$ cat src/rtl/f2h_packet_arb.sv
// f2h_packet_arb: round-robin arbiter that frames producer packets as {0x80|id, len, payload} on one FX2 f2h channel.
// Optional build macro F2H_ARB_IDLE_FILL_EN: offer 0x00 filler bytes while idle so host reads never stall.
module f2h_packet_arb #(
  parameter int         NUM_PROD  = 4,
  parameter logic [6:0] CHAN_ADDR = 7'd0
) (
  input  logic                  fx2Clk_in,
  input  logic                  reset_in,
  input  logic [6:0]            chanAddr_in,
  output logic [7:0]            f2hData_out,
  output logic                  f2hValid_out,
  input  logic                  f2hReady_in,
  input  logic [8*NUM_PROD-1:0] prodData_in,
  input  logic [8*NUM_PROD-1:0] prodLen_in,
  input  logic [NUM_PROD-1:0]   prodValid_in,
  output logic [NUM_PROD-1:0]   prodReady_out,
  output logic                  grantValid_out,
  output logic [2:0]            grantId_out
);
  localparam logic [1:0] S_IDLE    = 2'd0;
  localparam logic [1:0] S_HDR_ID  = 2'd1;
  localparam logic [1:0] S_HDR_LEN = 2'd2;
  localparam logic [1:0] S_PAYLOAD = 2'd3;

  logic [1:0] state;
  logic [2:0] grant;
  logic [2:0] last_grant;
  logic [2:0] next_grant;
  logic [7:0] len;
  logic [7:0] count;
  logic       sel;
  logic       xfer;
  logic       found;
  logic [3:0] idx;

  // Producers padded to 8 slots so a 3-bit grant indexes without range issues.
  logic [7:0] prod_data [8];
  logic [7:0] prod_len  [8];
  logic [7:0] prod_vld;

  for (genvar i = 0; i < 8; i++) begin : g_slot
    if (i < NUM_PROD) begin : g_used
      assign prod_data[i] = prodData_in[8*i +: 8];
      assign prod_len[i]  = prodLen_in[8*i +: 8];
      assign prod_vld[i]  = prodValid_in[i];
    end else begin : g_pad
      assign prod_data[i] = 8'h00;
      assign prod_len[i]  = 8'h00;
      assign prod_vld[i]  = 1'b0;
    end
  end

  assign sel            = (chanAddr_in == CHAN_ADDR);
  assign xfer           = sel && f2hValid_out && f2hReady_in;
  assign grantValid_out = (state != S_IDLE);
  assign grantId_out    = grant;

  // Search starts one past the last winner so priority rotates only at packet boundaries.
  always_comb begin
    found      = 1'b0;
    next_grant = last_grant;
    idx        = 4'd0;
    for (int k = 1; k <= NUM_PROD; k++) begin
      idx = {1'b0, last_grant} + 4'(k);
      if (idx >= 4'(NUM_PROD)) idx = idx - 4'(NUM_PROD);
      if (!found && prod_vld[idx[2:0]]) begin
        found      = 1'b1;
        next_grant = idx[2:0];
      end
    end
  end

  always_comb begin
    f2hData_out   = 8'h00;
    f2hValid_out  = 1'b0;
    prodReady_out = '0;
    if (sel) begin
      case (state)
        S_IDLE: begin
`ifdef F2H_ARB_IDLE_FILL_EN
          f2hValid_out = !reset_in && !(|prodValid_in);
`endif
        end
        S_HDR_ID: begin
          f2hData_out  = {1'b1, 4'b0000, grant};
          f2hValid_out = 1'b1;
        end
        S_HDR_LEN: begin
          f2hData_out  = len;
          f2hValid_out = 1'b1;
        end
        default: begin
          f2hData_out  = prod_data[grant];
          f2hValid_out = prod_vld[grant];
          for (int i = 0; i < NUM_PROD; i++)
            prodReady_out[i] = f2hReady_in && (grant == 3'(i));
        end
      endcase
    end
  end

  always_ff @(posedge fx2Clk_in or posedge reset_in) begin
    if (reset_in) begin
      state      <= S_IDLE;
      grant      <= 3'd0;
      last_grant <= 3'(NUM_PROD - 1);
      count      <= 8'd0;
    end else begin
      case (state)
        S_IDLE: begin
          if (found) begin
            grant <= next_grant;
            state <= S_HDR_ID;
          end
        end
        S_HDR_ID: begin
          if (xfer) state <= S_HDR_LEN;
        end
        S_HDR_LEN: begin
          if (xfer) begin
            count <= len;
            state <= S_PAYLOAD;
          end
        end
        default: begin
          if (xfer) begin
            if (count == 8'd0) begin
              state      <= S_IDLE;
              last_grant <= grant;
            end else begin
              count <= count - 8'd1;
            end
          end
        end
      endcase
    end
  end

  // Length is captured with the grant and needs no reset: it is only shown after a new grant.
  always_ff @(posedge fx2Clk_in) begin
    if (state == S_IDLE && found) len <= prod_len[next_grant];
  end

endmodule

$ cat config.mk
export PLATFORM = sky130hd
export DESIGN_NAME = f2h_packet_arb
export DESIGN_NICKNAME = d
export VERILOG_FILES = /design/src/rtl/f2h_packet_arb.sv
export SDC_FILE = /design/constraint.sdc
export NUM_CORES = 1
export LEC_CHECK = 0
export ABC_CLOCK_PERIOD_IN_PS = 3800
export BUFFER_PORTS_ARGS = -buffer_cell sky130_fd_sc_hd__buf_2
export CORE_MARGIN = 3
export CORE_UTILIZATION = 48
export DETAILED_ROUTE_END_ITERATION = 8
export PLACE_DENSITY = 0.81
export RECOVER_POWER = 100
export SYNTH_ARGS = -nofsm -noshare
export SYNTH_HDL_FRONTEND = slang
export SYNTH_SLANG_ARGS = --single-unit
$ cat constraint.sdc
create_clock -name fx2Clk_in -period 3.8 [get_ports fx2Clk_in]
set_input_delay 0.19 -clock fx2Clk_in [delete_from_list [all_inputs] [get_ports fx2Clk_in]]
set_output_delay 0.19 -clock fx2Clk_in [all_outputs]
set_load 0.02 [all_outputs]
======== After elaboration in Yosys (flattened, before gate mapping) ========
Cells that the tools add are included.
cells by class
  divide/modulo/power cells ............... 0
  eq/ne operators ......................... 9
  bitwise operators ....................... 4
  $lt $le $gt $ge ......................... 11
  reductions and logical operators ........ 27
  shift operators ......................... 0
  multiply operators ...................... 0
  muxes and demuxes ....................... 44
  add/subtract/negate cells ............... 9
operators by type and width
  operator             number
  $mux 8               8
  $bmux 8 s3           2
  $mux 3               8
  $pmux 8 s3           1
  $lt 3x4->1 const B   5
  $ge 4x3->1 const B   4
  $pmux 8 s2           1
  $bmux 1 s3           5
  $sub 3x3->3 const B  4
  $logic_and 1x1->1    10
  $mux 1               10
  $mux 2               5
  $add 3x2->4 const B  2
  $ge 4x4->1 const B   2
  $logic_not 8->1      1
  $mux 4               2
  $not 3->4            2
  $sub 8x1->8 const B  1
  $logic_not 7->1      1
  $eq 3x2->1 const B   2
  $ne 2x2->1 const B   3
  $pmux 2 s3           1
  $reduce_and 3->1     2
  $reduce_and 5->1     1
  16 further kinds     21
storage, ports and cells
  register bits ........................... 24
  memories ................................ 0
  input port bits ......................... 78
  memory bits (writable) .................. 0
  logic and storage cells ................. 109
  output and inout bits ................... 17
  bits in read-only memories .............. 0
  bits in latches ......................... 0

======== Depth between registers and ports, before layout ========
  word-level depth ........................ 19
  depth in mapped cells ................... 10
  depth with buffers taken out ............ 8

======== Worst setup path after synthesis ========
OpenSTA, ideal clock, no wires.
  kind .................................... reg-to-reg
  from .................................... register last_grant[0]
  to ...................................... register len[6] (data pin)
  stages on the path, launching flop included .. 11
  period minus slack after synthesis ...... 2.974 ns
  required time ........................... 3.529 ns
  path slack .............................. 0.826 ns
  library setup time ...................... 0.271 ns
  arrival ................................. 2.702 ns
  buffers on the path ..................... 2
  cells stage by stage .................... dfstp_2 -> buf_2 -> inv_1 -> ha_1 -> mux4_2 -> nand2_1 -> o22ai_2 -> a21oi_4 -> buf_8 -> mux2i_1 -> o22ai_2
between the ends
  word-level cells in the longest chain between the ends .. 19
  elaborated cells on any way between the ends .. 41
  those cells by class .................... add/sub: 8; order compare: 4; mux: 22; bitwise: 1; reduce/logical: 6
ends and longest elaborated chain
  what                                              line  text
  start, declared                                   27    logic [2:0] last_grant;
  start signal, assigned                            106   last_grant <= 3'(NUM_PROD - 1);
  start signal, assigned                            129   last_grant <= grant;
  $add 3x1->4                                       64    idx = {1'b0, last_grant} + 4'(k);
  $ge 4x3->1 / $sub 3x3->3 (equally long branches)  65    if (idx >= 4'(NUM_PROD)) idx = idx - 4'(NUM_PROD);
  $mux 3                                            65
  $bmux 1 s3                                        66    if (!found && prod_vld[idx[2:0]]) begin
  $mux 1 (not written as such)                      66
  $mux 1                                            66
  $logic_not 1->1                                   66
  $logic_and 1x1->1                                 66
  [2 not listed]                                    -
  $logic_and 1x1->1                                 66
  $mux 1                                            66
  $logic_not 1->1                                   66
  $logic_and 1x1->1                                 66
  $mux 3 *                                          66
  $not 3->4 (not written as such) *                 141   if (state == S_IDLE && found) len <= prod_len[next_grant];
  $bmux 8 s3 *                                      141
  $mux 8 (not written as such) * (2 in series)      141
  end signal, assigned                              141
  end, declared                                     29    logic [7:0] len;
Mark *: on every way between the ends. The rest lies on a longest branch, timed or not. The select of a mux whose other input is x is not followed.
A chain may end at the register's enable or synchronous reset.

======== Worst setup path in the final report ========
Same ends and word-level chain as after synthesis.

==> impl_metrics.tcl <==
set metrics [dict create \
    synth_most_common_cell "nor2_1" \
    first_iter_violations 114 \
    place_inst 365 \
    wl_per_cell_um 15.6 \
    instances_no_fill 369 \
    synth_nets 318 \
    fin_setup_tns_ns 0 \
    syn_area_mm2 0.00218 \
    drc 0 \
    layout-drive-gt1-share_pct 32.6 \
    finish.utilization_pct 63.4 \
    cp.arrival_ns 3.27 \
    num_vias 2093 \
    regToRegSetupSlack_ns 0.54 \
    cpMaxStageDelayCell "dfstp_2" \
    max_stage_delay_ns 0.72 \
    wl_met1_um 2400 \
    syn2layout_area_growth_pct 22.0 \
    grt_pass1_wl_um 9240 \
    drt-pass1-iter-count 4 \
    worstPathCellList "inv_1 > ha_1 > mux4_2 > nand2_1 > a21boi_0 > o21a_1 > o32a_1 > o22ai_2" \
    wl_met3_um 382 \
    design_area_mm2 0.00266 \
    critPathBufInv 1 \
    antenna_left 0 \
    slew_viol_final 0 \
    io_buffers 94 \
    die_h_um 73.4 \
    post_synth_most_frequent_cells "nor2_1, mux2i_1, inv_1" \
    r2r_cells 8 \
    cts_resized 0 \
    cts-hold-fix-buffers 0 \
    yosys-top-cells-area "dfrtp_1, mux4_2, edfxtp_1" \
    startpoint "last_grant[0]" \
    n_antenna_cell 0 \
    die_w_um 73.4 \
    wl_met2_um 2940 \
    irDropWorstVdd_uv 130 \
    grtUsageTotal_pct 21.9 \
    synth_ff_type "dfrtp_1" \
    clock.fmax_ghz 0.307 \
    coreArea_mm2 0.00420 \
    cts_sinks 24 \
    tightest_slew_ns 1.03 \
    rows 23 \
    drt-total-wl_um 5760 \
    highest_layer "met4" \
    synth_area_leader_cell "dfrtp_1" \
    period_share_pct 85.7 \
    finalHoldViolations 0 \
    setup_viol 0 \
    clk_latency_ns 0.27 \
    slew_headroom_pct 31.2 \
    reg2reg_to "len[6]" \
    cp-endpoint "len[6]" \
    postSynthAreaPerCell_um2 9.41 \
    cts_root_buf "clkbuf_8" \
    die-area_mm2 0.00539 \
    period_needed_ns 3.26 \
    fillCellCount 362 \
    crit_path_start_kind "register" \
    cts_tree "built" \
    drv_cap 0 \
    p_leak_nw 1.32 \
    synth_top_area_share_pct 16.1 \
    yosysSeqAreaShare_pct 29.5 \
    worstSetupEndpointType "register" \
    cp_top_family "compound AO/OA/AOI/OAI gates" \
    total_power_w 0.000843 \
    antenna_found_initial 0 \
    start_util_pct 51.9 \
    clk_pin_slew_worst_paths_ns 0.09 \
    hold_path_class "primary input to async pin" \
    crit_fanout 15 \
    dpl_cell_area_mm2 0.00266 \
    rsz0062_at_grt "no" \
    cts_buffers 3 \
    ys_async_sr_fraction_pct 66.7 \
    grt_pass1_vias 1977 \
    power_density_mw_per_mm2 317 \
    overflow 0 \
    synthCells 232 \
    htree_levels 1 \
    fin_worst_skew_ns 0.00528 \
    final_nets 406 \
    path_class "register to register" \
    worst-path-stages 8 \
    required_ns 3.81 \
    ios 95 \
    cts_max_path_buffers 2 \
    status "finished clean" \
    dp_hpwl_um 4660 \
    ys_ff_latch 24 \
    ys_warn_count 0 \
    post-cts-setup-buffer-count 0 \
    ys_types 47 \
    synth_edf_count 8 \
    rr_startpoint "last_grant[0]" \
    vias_per_cell 5.67 \
    grt_max_degree 28 \
    gp_congestion 0.926 \
]
==> worst reg2reg max path, stage by stage (launching register included) <==
cell	delay, ns
dfstp_2	0.72
inv_1	0.15
ha_1	0.39
mux4_2	0.54
nand2_1	0.11
a21boi_0	0.43
o21a_1	0.19
o32a_1	0.34
o22ai_2	0.14
==> state kept, by name, indices dropped and copies added (netlist names) <==
register / cells
count: 8
grantId_out: 3
last_grant: 3
len: 8
state: 2
==> cell usage in the layout (no fill, tap or decap), types with 2 or more instances in the layout <==
cell / Yosys / final
clkbuf_1: 5 / 18
a31oi_1: 2 / 2
o22ai_1: 7 / 7
edfxtp_1: 8 / 8
nor4_1: 4 / 4
o21ai_0: 5 / 10
nor2_1: 32 / 32
a21oi_1: 12 / 12
inv_1: 17 / 17
nor2b_1: 3 / 3
mux4_2: 12 / 12
clkbuf_8: 0 / 3
and2_1: 2 / 2
dfstp_2: 2 / 2
nand3_1: 2 / 2
mux2i_1: 19 / 19
mux2_2: 2 / 2
and3_1: 3 / 3
nor3b_1: 2 / 3
o22ai_2: 2 / 2
o21ai_1: 10 / 5
nor3_1: 8 / 8
nand4_1: 2 / 2
buf_2: 4 / 78
a22oi_1: 10 / 10
nand2_1: 13 / 13
dfrtp_1: 14 / 14
ha_1: 8 / 8
==> worst min path at each step <==
stage,cells after the start,slack (ns),end
floorplan,1,0.10,count[0]
global placement,2,0.32,count[5]
detailed placement,2,0.32,count[5]
CTS,2,0.03,grantId_out[0]
global route,2,0.05,grantId_out[0]
finish,2,0.01,grantId_out[0]
==> report_power, final <==
part | internal, W | total (W) | switching [W] | leakage (nW)
clock | 0.0000750 | 0.000159 | 0.0000838 | 0.0228
sequential | 0.000282 | 0.000300 | 0.0000187 | 0.278
combinational | 0.000164 | 0.000384 | 0.000220 | 1.02
total | 0.000521 | 0.000843 | 0.000323 | 1.32
==> per-stage QoR <==
step                setup WS, ns  hold WS (ns)
detailed placement         0.568         0.320
CTS                        0.573        0.0270
floorplan                  0.826         0.102
global route               0.298        0.0545
finish                     0.543        0.0105
global placement           0.714         0.320
==> cell families (layout without fill, tap and decap cells) <==
family                     Yosys count  count (layout)  synth area share (%)
adders and majority gates            8               8                  4.59
and+or+nand+nor                     74              74                  16.0
muxes                               35              35                  23.9
DFF                                 24              24                  29.5
AOI/OAI and AO/OA                   62              62                  20.4
buffers and inverters               29             116                  5.73
==> layout make-up <==
cell class                      count  area (um2)  area share (%)
Sequential cell                    24         643            24.2
Tap cell                           50        62.6            2.35
Clock buffer                        4        45.0            1.69
Timing Repair Buffer               95         454            17.1
Multi-Input combinational cell    179        1390            52.3
Inverter                           17        63.8            2.40
==> per-layer routing <==
metal	up-vias	GRT usage, %
met2	67	37.6
met4	0	4.63
met5	-	0
met3	4	3.97
met1	980	28.8
li1	1042	-
Power figures use the tool's default switching activity.
